==> config.mk <==
export PLATFORM = sky130hd
export DESIGN_NAME = kamacore_wb_arbiter_flat
export DESIGN_NICKNAME = d
export VERILOG_FILES = /design/src/rtl/kamacore_wb_arbiter_if.sv /design/src/rtl/kamacore_wb_arbiter.sv /design/src/flat_wrapper.sv
export SDC_FILE = /design/constraint.sdc
export NUM_CORES = 1
export LEC_CHECK = 0
export CAP_MARGIN = 30
export CORE_MARGIN = 10
export CORE_UTILIZATION = 30
export DETAILED_ROUTE_END_ITERATION = 8
export PLACE_DENSITY_LB_ADDON = 0.12
export SYNTH_ARGS = -nofsm -noshare
export SYNTH_HDL_FRONTEND = slang
export SYNTH_SLANG_ARGS = --single-unit
==> constraint.sdc <==
create_clock -name clk -period 2.8 [get_ports clk]
set_input_delay 0.42 -clock clk [delete_from_list [all_inputs] [get_ports clk]]
set_output_delay 0.42 -clock clk [all_outputs]
set_load 0.02 [all_outputs]
==> src/rtl/kamacore_wb_arbiter_if.sv <==
`default_nettype none
// ============================================================================
// Module   : kamacore_wb_arbiter_if
// Purpose  : Bundles the writeback-side traffic of kamacore_wb_arbiter:
//            the in-order pipeline write request, the long-latency unit
//            (LU) result handshake, the stall back-pressure, the
//            register-file write port and the debug occupancy count.
// Modports : master - requesters / register-file side (drives pipe_*, lu_*)
//            slave  - the arbiter (drives lu_ready, stall, rf_*, fifo_count)
// Revision : 1.0 - initial release
// ============================================================================
interface kamacore_wb_arbiter_if #(
  parameter int CPU_WIDTH      = 32,
  parameter int REG_ADDR_WIDTH = 5,
  parameter int FIFO_DEPTH     = 4
);
  localparam int c_CNT_W = $clog2(FIFO_DEPTH) + 1;

  logic                      pipe_we;
  logic [REG_ADDR_WIDTH-1:0] pipe_rd_a;
  logic [CPU_WIDTH-1:0]      pipe_rd_data;
  logic                      lu_valid;
  logic                      lu_ready;
  logic [REG_ADDR_WIDTH-1:0] lu_rd_a;
  logic [CPU_WIDTH-1:0]      lu_data;
  logic                      stall;
  logic                      rf_we;
  logic [REG_ADDR_WIDTH-1:0] rf_a;
  logic [CPU_WIDTH-1:0]      rf_data;
  logic [c_CNT_W-1:0]        fifo_count;

  modport master (
    output pipe_we, pipe_rd_a, pipe_rd_data, lu_valid, lu_rd_a, lu_data,
    input  lu_ready, stall, rf_we, rf_a, rf_data, fifo_count
  );

  modport slave (
    input  pipe_we, pipe_rd_a, pipe_rd_data, lu_valid, lu_rd_a, lu_data,
    output lu_ready, stall, rf_we, rf_a, rf_data, fifo_count
  );
endinterface
`default_nettype wire

==> src/rtl/kamacore_wb_arbiter.sv <==
`default_nettype none
// ============================================================================
// Module   : kamacore_wb_arbiter
// Purpose  : Owns the single register-file write port. Pipeline writes have
//            priority; long-latency results are buffered in a circular FIFO
//            and drain into free slots. A starvation counter forces a
//            one-cycle pipeline stall so buffered results always retire.
// Ports    : clk        - core clock
//            rst        - asynchronous reset, active low
//            bus        - kamacore_wb_arbiter_if.slave (pipe_*, lu_*, stall,
//                         rf_we/rf_a/rf_data registered, fifo_count)
// Options  : KAMACORE_WB_BYPASS_EN - write an LU result straight to the
//            register file when the FIFO is empty and the slot is free.
// Revision : 1.0 - initial release
// ============================================================================
module kamacore_wb_arbiter #(
  parameter int CPU_WIDTH      = 32,
  parameter int REG_ADDR_WIDTH = 5,
  parameter int FIFO_DEPTH     = 4,
  parameter int STARVE_LIMIT   = 8
) (
  input  wire logic            clk,
  input  wire logic            rst,
  kamacore_wb_arbiter_if.slave bus
);

  localparam int c_PTR_W = $clog2(FIFO_DEPTH);
  localparam int c_CNT_W = c_PTR_W + 1;
  localparam int c_STV_W = $clog2(STARVE_LIMIT + 1);
  localparam int c_ENT_W = REG_ADDR_WIDTH + CPU_WIDTH;

  localparam logic [c_CNT_W-1:0] c_DEPTH   = c_CNT_W'(FIFO_DEPTH);
  localparam logic [c_CNT_W-1:0] c_CNT_ONE = c_CNT_W'(1);
  localparam logic [c_PTR_W-1:0] c_PTR_ONE = c_PTR_W'(1);
  localparam logic [c_STV_W-1:0] c_STV_MAX = c_STV_W'(STARVE_LIMIT);
  localparam logic [c_STV_W-1:0] c_STV_ONE = c_STV_W'(1);

  // Entry layout: {destination register, data}
  logic [c_ENT_W-1:0]        r_mem [FIFO_DEPTH];
  logic [c_PTR_W-1:0]        r_wptr;
  logic [c_PTR_W-1:0]        r_rptr;
  logic [c_CNT_W-1:0]        r_count;
  logic [c_STV_W-1:0]        r_starve;
  logic                      r_rf_we;
  logic [REG_ADDR_WIDTH-1:0] r_rf_a;
  logic [CPU_WIDTH-1:0]      r_rf_data;

  logic                      w_stall;
  logic                      w_lu_ready;
  logic                      w_empty;
  logic                      w_pipe_grant;
  logic                      w_pop;
  logic                      w_xfer;
  logic                      w_bypass;
  logic                      w_push;
  logic [REG_ADDR_WIDTH-1:0] w_head_a;
  logic [CPU_WIDTH-1:0]      w_head_data;

  // stall and lu_ready depend on registered state only, so neither the
  // writeback stage nor the LU sees a combinational loop through us.
  assign w_stall    = (r_starve == c_STV_MAX);
  assign w_lu_ready = (r_count < c_DEPTH);
  assign w_empty    = (r_count == '0);

  // A write to x0 is architecturally a no-op, so it never claims the slot.
  assign w_pipe_grant = bus.pipe_we && (bus.pipe_rd_a != '0) && !w_stall;
  assign w_pop        = !w_pipe_grant && !w_empty;
  assign w_xfer       = bus.lu_valid && w_lu_ready;

`ifdef KAMACORE_WB_BYPASS_EN
  assign w_bypass = w_empty && !w_pipe_grant && w_xfer && (bus.lu_rd_a != '0);
`else
  assign w_bypass = 1'b0;
`endif

  // Accepted x0 results are dropped here and never occupy an entry.
  assign w_push = w_xfer && (bus.lu_rd_a != '0) && !w_bypass;

  assign {w_head_a, w_head_data} = r_mem[r_rptr];

  // Storage needs no reset: entries are only read when r_count says so.
  always_ff @(posedge clk) begin
    if (w_push) begin
      r_mem[r_wptr] <= {bus.lu_rd_a, bus.lu_data};
    end
  end

  always_ff @(posedge clk or negedge rst) begin
    if (!rst) begin
      r_wptr    <= '0;
      r_rptr    <= '0;
      r_count   <= '0;
      r_starve  <= '0;
      r_rf_we   <= 1'b0;
      r_rf_a    <= '0;
      r_rf_data <= '0;
    end else begin
      // Power-of-two depth: pointers wrap by natural overflow.
      if (w_push) r_wptr <= r_wptr + c_PTR_ONE;
      if (w_pop)  r_rptr <= r_rptr + c_PTR_ONE;

      if (w_push && !w_pop) begin
        r_count <= r_count + c_CNT_ONE;
      end else if (!w_push && w_pop) begin
        r_count <= r_count - c_CNT_ONE;
      end

      // Reaching the limit forces w_stall, which guarantees a drain that
      // cycle, so the counter never exceeds STARVE_LIMIT.
      if (w_empty || w_pop) begin
        r_starve <= '0;
      end else begin
        r_starve <= r_starve + c_STV_ONE;
      end

      if (w_pipe_grant) begin
        r_rf_we   <= 1'b1;
        r_rf_a    <= bus.pipe_rd_a;
        r_rf_data <= bus.pipe_rd_data;
      end else if (w_pop) begin
        r_rf_we   <= 1'b1;
        r_rf_a    <= w_head_a;
        r_rf_data <= w_head_data;
      end else if (w_bypass) begin
        r_rf_we   <= 1'b1;
        r_rf_a    <= bus.lu_rd_a;
        r_rf_data <= bus.lu_data;
      end else begin
        r_rf_we   <= 1'b0;
      end
    end
  end

  assign bus.lu_ready   = w_lu_ready;
  assign bus.stall      = w_stall;
  assign bus.rf_we      = r_rf_we;
  assign bus.rf_a       = r_rf_a;
  assign bus.rf_data    = r_rf_data;
  assign bus.fifo_count = r_count;

endmodule
`default_nettype wire

==> src/flat_wrapper.sv <==
// flat-port wrapper written by rule: the top's interface ports become plain ports
module kamacore_wb_arbiter_flat 
#(
  parameter int CPU_WIDTH      = 32,
  parameter int REG_ADDR_WIDTH = 5,
  parameter int FIFO_DEPTH     = 4,
  parameter int STARVE_LIMIT   = 8
)
  (clk, rst, bus_pipe_we, bus_pipe_rd_a, bus_pipe_rd_data, bus_lu_valid, bus_lu_rd_a, bus_lu_data, bus_lu_ready, bus_stall, bus_rf_we, bus_rf_a, bus_rf_data, bus_fifo_count);
  kamacore_wb_arbiter_if #(.CPU_WIDTH(CPU_WIDTH), .REG_ADDR_WIDTH(REG_ADDR_WIDTH), .FIFO_DEPTH(FIFO_DEPTH)) bus_i ();
  input  wire logic clk;
  input  wire logic rst;
  input wire logic [$bits(bus_i.pipe_we)-1:0] bus_pipe_we;
  input wire logic [$bits(bus_i.pipe_rd_a)-1:0] bus_pipe_rd_a;
  input wire logic [$bits(bus_i.pipe_rd_data)-1:0] bus_pipe_rd_data;
  input wire logic [$bits(bus_i.lu_valid)-1:0] bus_lu_valid;
  input wire logic [$bits(bus_i.lu_rd_a)-1:0] bus_lu_rd_a;
  input wire logic [$bits(bus_i.lu_data)-1:0] bus_lu_data;
  output wire logic [$bits(bus_i.lu_ready)-1:0] bus_lu_ready;
  output wire logic [$bits(bus_i.stall)-1:0] bus_stall;
  output wire logic [$bits(bus_i.rf_we)-1:0] bus_rf_we;
  output wire logic [$bits(bus_i.rf_a)-1:0] bus_rf_a;
  output wire logic [$bits(bus_i.rf_data)-1:0] bus_rf_data;
  output wire logic [$bits(bus_i.fifo_count)-1:0] bus_fifo_count;
  assign bus_i.pipe_we = bus_pipe_we;
  assign bus_i.pipe_rd_a = bus_pipe_rd_a;
  assign bus_i.pipe_rd_data = bus_pipe_rd_data;
  assign bus_i.lu_valid = bus_lu_valid;
  assign bus_i.lu_rd_a = bus_lu_rd_a;
  assign bus_i.lu_data = bus_lu_data;
  assign bus_lu_ready = bus_i.lu_ready;
  assign bus_stall = bus_i.stall;
  assign bus_rf_we = bus_i.rf_we;
  assign bus_rf_a = bus_i.rf_a;
  assign bus_rf_data = bus_i.rf_data;
  assign bus_fifo_count = bus_i.fifo_count;
  kamacore_wb_arbiter #(.CPU_WIDTH(CPU_WIDTH), .REG_ADDR_WIDTH(REG_ADDR_WIDTH), .FIFO_DEPTH(FIFO_DEPTH), .STARVE_LIMIT(STARVE_LIMIT)) u_core (.clk(clk), .rst(rst), .bus(bus_i));
endmodule
Yosys cells after proc, flatten, opt, wreduce, memory -nomap -nowiden
Memory sizes are Yosys's and may differ from the RTL's.
Index checks and enable logic that the tools add are counted.
{ "totals": {"regBits": 49, "word_cells": 44, "mem_bits_rw": 148, "in_bits": 78, "output_inout_bits": 43, "memories": 1} }
{ "classes": {"n_addsub": 5, "eq_ne": 1, "reduce_logical": 18, "order_cmp": 1, "mux": 11} }
{ "mem_list": {"columns": ["name", "words", "word_bits", "read_ports", "rd_clocked_by_memory_dff", "write_ports", "line", "source"], "rows": [
  ["u_core.r_mem", 4, 37, 1, 0, 1, "kamacore_wb_arbiter.sv:39", "logic [c_ENT_W-1:0] r_mem [FIFO_DEPTH];"]
]} }
{ "op_table": {"columns": ["op", "n"], "rows": [
  ["two-way mux 32 bit", 2],
  ["two-way mux 5 bit", 2],
  ["nonzero test 5 bit", 2],
  ["logical AND 1 bit", 7],
  ["two-way mux 3 bit", 2],
  ["logical NOT 1 bit", 5],
  ["adder 2 x 1 -> 2 bit, second input constant", 2],
  ["adder 4 x 1 -> 4 bit, second input constant", 1],
  ["== test 4 bit, second input constant", 1],
  ["two-way mux 1 bit", 4],
  ["two-way mux 4 bit", 1],
  ["nonzero test 2 bit", 2],
  ["adder 3 x 1 -> 3 bit, second input constant", 1],
  ["logical NOT 3 bit", 1],
  ["less-than comparator 3 bit, second input constant", 1],
  ["subtractor 3 x 1 -> 3 bit, second input constant", 1],
  ["logical OR 1 bit", 1]
]} }

Logic depth before layout (Yosys ltp)
Gate-level depths: netlist (run 1).
{ "depth": {"word_depth": 8, "ltp_mapped": 11, "ltp_nobuf": 11} }

Least setup slack after synthesis (run 1)
Ideal clock, no wire load.
{ "synth_path": {"kind": "input -> register", "start": "in bus_pipe_rd_a[1]", "end": "reg u_core.r_count[1], in the netlist u_core.bus.fifo_count[1]", "t_arrival_ps": 2295, "slack_ps": 380, "cell_stages": 7, "setup_time_ps": 125, "t_required_ps": 2675, "n_path_buf": 0, "path_cell_list": "or4_1 -> o211ai_2 -> nand2_1 -> ha_1 -> inv_1 -> fa_1 -> mux2_2"} }
{ "synth_between": {"elab_chain_len": 8, "elab_cells_between_ends": 10, "classes_between": "1 x mux; 9 x reduce/logical"} }
{ "synth_rtl": {"columns": ["item", "line", "source"], "rows": [
  ["start, declared", "flat_wrapper.sv:14", "input wire logic [$bits(bus_i.pipe_rd_a)-1:0] bus_pipe_rd_a;"],
  ["nonzero test 5 bit *", "kamacore_wb_arbiter.sv:66", "assign w_pipe_grant = bus.pipe_we && (bus.pipe_rd_a != '0) && !w_stall;"],
  ["logical AND 1 bit * (2 in a row)", "kamacore_wb_arbiter.sv:66", null],
  ["logical NOT 1 bit *", "kamacore_wb_arbiter.sv:67", "assign w_pop = !w_pipe_grant && !w_empty;"],
  ["logical AND 1 bit *", "kamacore_wb_arbiter.sv:67", null],
  ["logical NOT 1 bit", "kamacore_wb_arbiter.sv:102", "if (w_push && !w_pop) begin"],
  ["logical AND 1 bit", "kamacore_wb_arbiter.sv:102", null],
  ["two-way mux 3 bit or nonzero test 2 bit (tied branches)", null, null],
  ["end signal, assigned", "kamacore_wb_arbiter.sv:103", "r_count <= r_count + c_CNT_ONE;"],
  ["end signal, assigned", "kamacore_wb_arbiter.sv:105", "r_count <= r_count - c_CNT_ONE;"],
  ["end, declared", "kamacore_wb_arbiter.sv:42", "logic [c_CNT_W-1:0] r_count;"]
]} }
Mark *: on every way between the ends. The rest lies on a longest branch, timed or not.
A chain may end at the register's enable or synchronous reset.

Final worst setup path (run 1)
Same ends and word-level chain as after synthesis.

==> results summary, run 1 <==
STA classifies the critical path startpoint as an input port. The global-route usage over all layers is roughly an eighth. The total overflow left after global routing is 0. The clock network burns roughly 24% of the power. The minimum period implied by the final worst setup slack came out at 2.40 ns. The sequential-to-total area share from yosys stat is 74.3%. The most critical setup path has its startpoint at bus_pipe_rd_a[1]. In this run the power spent charging and discharging nets is ~3.0 mW. Max-cap violations in this run came to 0. The largest net degree at the start of global routing came out at 44.

The largest vdd supply drop came out at between 0.4 and 0.5 mV. Buffers inserted during clock tree synthesis total 17. The routability-driven placement congestion ratio is 0.712.

The post-synthesis area per instance is between 15 and 20 µm². The dominant cell type by area after synthesis is sky130_fd_sc_hd__edfxtp_1. The total power density per cell area came out at roughly 940 mW/mm². The detailed-route wire length is 18,400 µm. The core region is roughly 0.025 mm². The critical path goes through clkdlybuf4s50_1, or4_1, o211ai_4, nand2_1, ha_1, inv_1, fa_1, mux2_2. Ranked by total cell area, the synthesized netlist is headed by sky130_fd_sc_hd__edfxtp_1 58%, sky130_fd_sc_hd__dfrtp_1 16%, sky130_fd_sc_hd__mux4_2 11%, sky130_fd_sc_hd__nand2_1 3.7%, sky130_fd_sc_hd__a31oi_1 2.9%. The normalized max-slew margin is 65.2%. In the routed design, unresolved DRC markers number 0.

The clock passes through at most 2 buffers. The clock reaches the later pin of the worst-skew pair after between 0.4 and 0.5 ns. The biggest cell delay along the critical path is 0.58 ns. The part of the cycle the worst path needs is a little under nine tenths. The netlist area before placement came out at 0.00763 mm².

Relative to the synthesized area, the layout overhead comes to 29.9%. Setup repair after global routing left no endpoint under its margin. Setup slack closes at approximately 0.4 ns. In this design, the largest share of critical-path delay is due to simple AND/OR/NAND/NOR gates. After synthesis the netlist holds a flip-flop and latch count of approximately 200. The total die area came out at 0.0322 mm². The post-detailed-route via-to-cell ratio is about 4.6. TritonCTS built the clock tree.

The final antenna-violating net count is 0. The total count of max-transition violations in the final report was 0. The number of placed I/O pins came out at 121. The number of global-route vias before repair came out at between 4,000 and 5,000. The post-synthesis cell type count is 27.

The starting utilization of the core area came out at a little under a third. At the end of the flow, the number of nets in the layout was between 600 and 700. The critical path arrival is 2.71 ns. The detailed-route via count came out at around 4,300. The start of the worst register-to-register path is u_core.r_starve[0]$_DFF_PN0_.

The placement-stage worst setup slack came out at -0.0141 ns. The number of I/O port buffers is between 100 and 150. The count of clock tree sinks is a little under 200. The number of hold violations in the final report is 0.

The root buffer cell chosen for the clock tree is sky130_fd_sc_hd__clkbuf_16. The mean routed wirelength per cell came out at 19.7 µm. The first detailed-routing pass took 5 iterations. The net switching share of the total power is approximately a third. The number of antenna violations at the first check in global routing came out at 1. CTS built an H-tree with a depth of 4. The site row count came out at between 50 and 60. The combinational power share came out at about a third. The portion of synthesized cell area occupied by the leading cell type came out at 58.2%. The clock-pin transition on the worst setup and hold timing paths is 0.07 ns. The worst hold-check path type is in2async. The final-report setup violation count is 0. The slew at the pin closest to its max-slew limit is ~0.52 ns. The setup path with the least slack is of type in2reg. The post-synthesis cell count is 451.

The internal portion of the total power is around 6.3 mW. The worst setup skew after layout came out at 0.00892 ns. For this run, the top clock speed supported by timing is between 0.4 and 0.5 GHz.

The maximum fanout along the worst path is 2. For the worst setup path, the data required time is around 3.1 ns. The most common library cell in the layout ignoring fill and taps is sky130_fd_sc_hd__edfxtp_1. The fraction of layout cells with a size suffix above 1 is between 10% and 20%. The yosys synthesis warning count came out at 0. The first-iteration detailed-routing DRC count is approximately 200.

Sequential cells account for between 40% and 50% of the total power. STA classifies the critical path endpoint as a flop. The first-pass GRT wire length came out at between 20,000 and 30,000 µm. The slowest cell on the critical path is sky130_fd_sc_hd__or4_1. The number of resized instances in the post-cts repair step came out at 0. The static leakage power is ~3.5 nW. The power after layout is around 9.3 mW. In this run the horizontal extent of the chip is between 150 and 200 µm. The run finished with clean final reports. The number of buffers and inverters on the critical path is 2.

The chip height is about 180 µm. The detailed-placement wirelength estimate is ~12,000 µm. In the layout the commonest cells are 148 x sky130_fd_sc_hd__edfxtp_1, 119 x sky130_fd_sc_hd__clkdlybuf4s50_1, 75 x sky130_fd_sc_hd__nand2_1.

Synthesis produced a netlist with a net count of roughly 540.
## through the flow
step	utilization [%]	area (µm²)	instances	hold WS, ns	setup TNS, ns
4_1_cts	39.5	9910	935	0.360	0
2_1_floorplan	-	7630	451	0.124	0
6_report	39.5	9910	936	0.385	0
5_1_grt	39.5	9910	935	0.361	0
3_3_place_gp	37.2	9350	902	0.270	-0.000720
3_5_place_dp	37.2	9350	902	0.273	-0.0141
## what timing repair did
action                                 CTS  global route
hold buffers                             1             0
endpoints found under the hold margin    6             0
setup buffers                            0             0
setup endpoints to repair                0             0
## logic make-up (layout without fill, tap and decap cells)
group	count (synthesis)	count (layout)	synth area share, %
flops	197	197	74.3
fa+ha+maj	8	8	1.41
other cells	0	1	0
simple gates	129	129	6.85
buf+inv	31	185	1.97
compound gates	40	40	3.46
xor+xnor	8	8	0.918
mux	38	38	11.1
## metal layers
metal / vias up / GRT usage [%] / share of wire [%]
met5: - / 0 / 0
met4: 0 / 3.11 / 0.79
met3: 9 / 3.41 / 4.8
met2: 120 / 19.0 / 49
met1: 2196 / 14.7 / 46
li1: 1992 / - / -
## registers in the layout, indices dropped and copies added (netlist names)
name                   flops
u_core.bus.rf_we           1
u_core.r_wptr              2
u_core.r_mem             148
u_core.bus.fifo_count      3
u_core.bus.rf_a            5
u_core.bus.rf_data        32
u_core.r_rptr              2
u_core.r_starve            4
## path summary, 6_finish.rpt
| kind | end | slack (ns) | cells past startpoint |
|---|---|---|---|
| max | u_core.bus.fifo_count[1]$_DFFE_PN0P_ | 0.40 | 8 |
| min | u_core.bus.rf_data[6]$_DFFE_PN0P_ | 0.38 | 2 |
| max reg2reg | u_core.bus.fifo_count[2]$_DFFE_PN0P_ | 0.62 | 11 |
| min reg2reg | u_core.r_starve[0]$_DFF_PN0_ | 0.53 | 1 |
| max in group asynchronous | u_core.r_rptr[0]$_DFFE_PN0P_ | 1.88 | 3 |
| min in group clk | u_core.r_starve[0]$_DFF_PN0_ | 0.53 | 1 |
## cell usage after synthesis, drive strengths merged
| master | number |
|---|---|
| a31oi | 35 |
| edfxtp | 148 |
| o21ai | 1 |
| nor3b | 1 |
| nor2 | 36 |
| xor2 | 2 |
| ha | 7 |
| or3 | 2 |
| buf | 14 |
| nand3 | 4 |
| nand3b | 1 |
| inv | 7 |
| a32oi | 2 |
| o211ai | 1 |
| clkbuf | 10 |
| o311a | 1 |
| and2 | 5 |
| xnor2 | 6 |
| nand2 | 75 |
| nor3 | 4 |
| or4 | 1 |
| mux2 | 1 |
| dfrtp | 49 |
| fa | 1 |
| mux4 | 37 |
## power groups by stage
stage                     Combinational [mW]  Clock, mW  Sequential (mW)
final                                   2.97       2.26             4.11
after global routing                    3.25       2.47             4.20
after CTS                               3.06       2.35             4.13
after detailed placement                3.04          0             4.19
after global placement                  3.02          0             4.16
after floorplan                         1.59          0             4.28
## worst register-to-register path, cell delays in order, from the launching register on
cell                       delay [ns]
sky130_fd_sc_hd__dfrtp_1         0.41
sky130_fd_sc_hd__inv_1           0.06
sky130_fd_sc_hd__ha_1            0.19
sky130_fd_sc_hd__nand3b_1        0.18
sky130_fd_sc_hd__o211ai_4        0.13
sky130_fd_sc_hd__nand2_1         0.13
sky130_fd_sc_hd__ha_1            0.18
sky130_fd_sc_hd__inv_1           0.06
sky130_fd_sc_hd__fa_1            0.37
sky130_fd_sc_hd__xor2_1          0.17
sky130_fd_sc_hd__nor2_1          0.11
sky130_fd_sc_hd__xnor2_1         0.12
## cell type report
type	instances	area, µm²
Clock inverter	15	124
Fill cell	2417	15200
Timing Repair Buffer	146	1420
Clock buffer	17	425
Inverter	7	26.3
Antenna cell	1	2.50
Tap cell	330	413
Multi-Input combinational cell	223	1830
Sequential cell	197	5680
(Power assumes the default switching activity.)
==> inputs of run 2 (changes only) <==
Settings changed: SKIP_LAST_GASP set to 1.
==> results of run 2 <==
No change in the layout: final DEF, timing and power equal those of run 1.
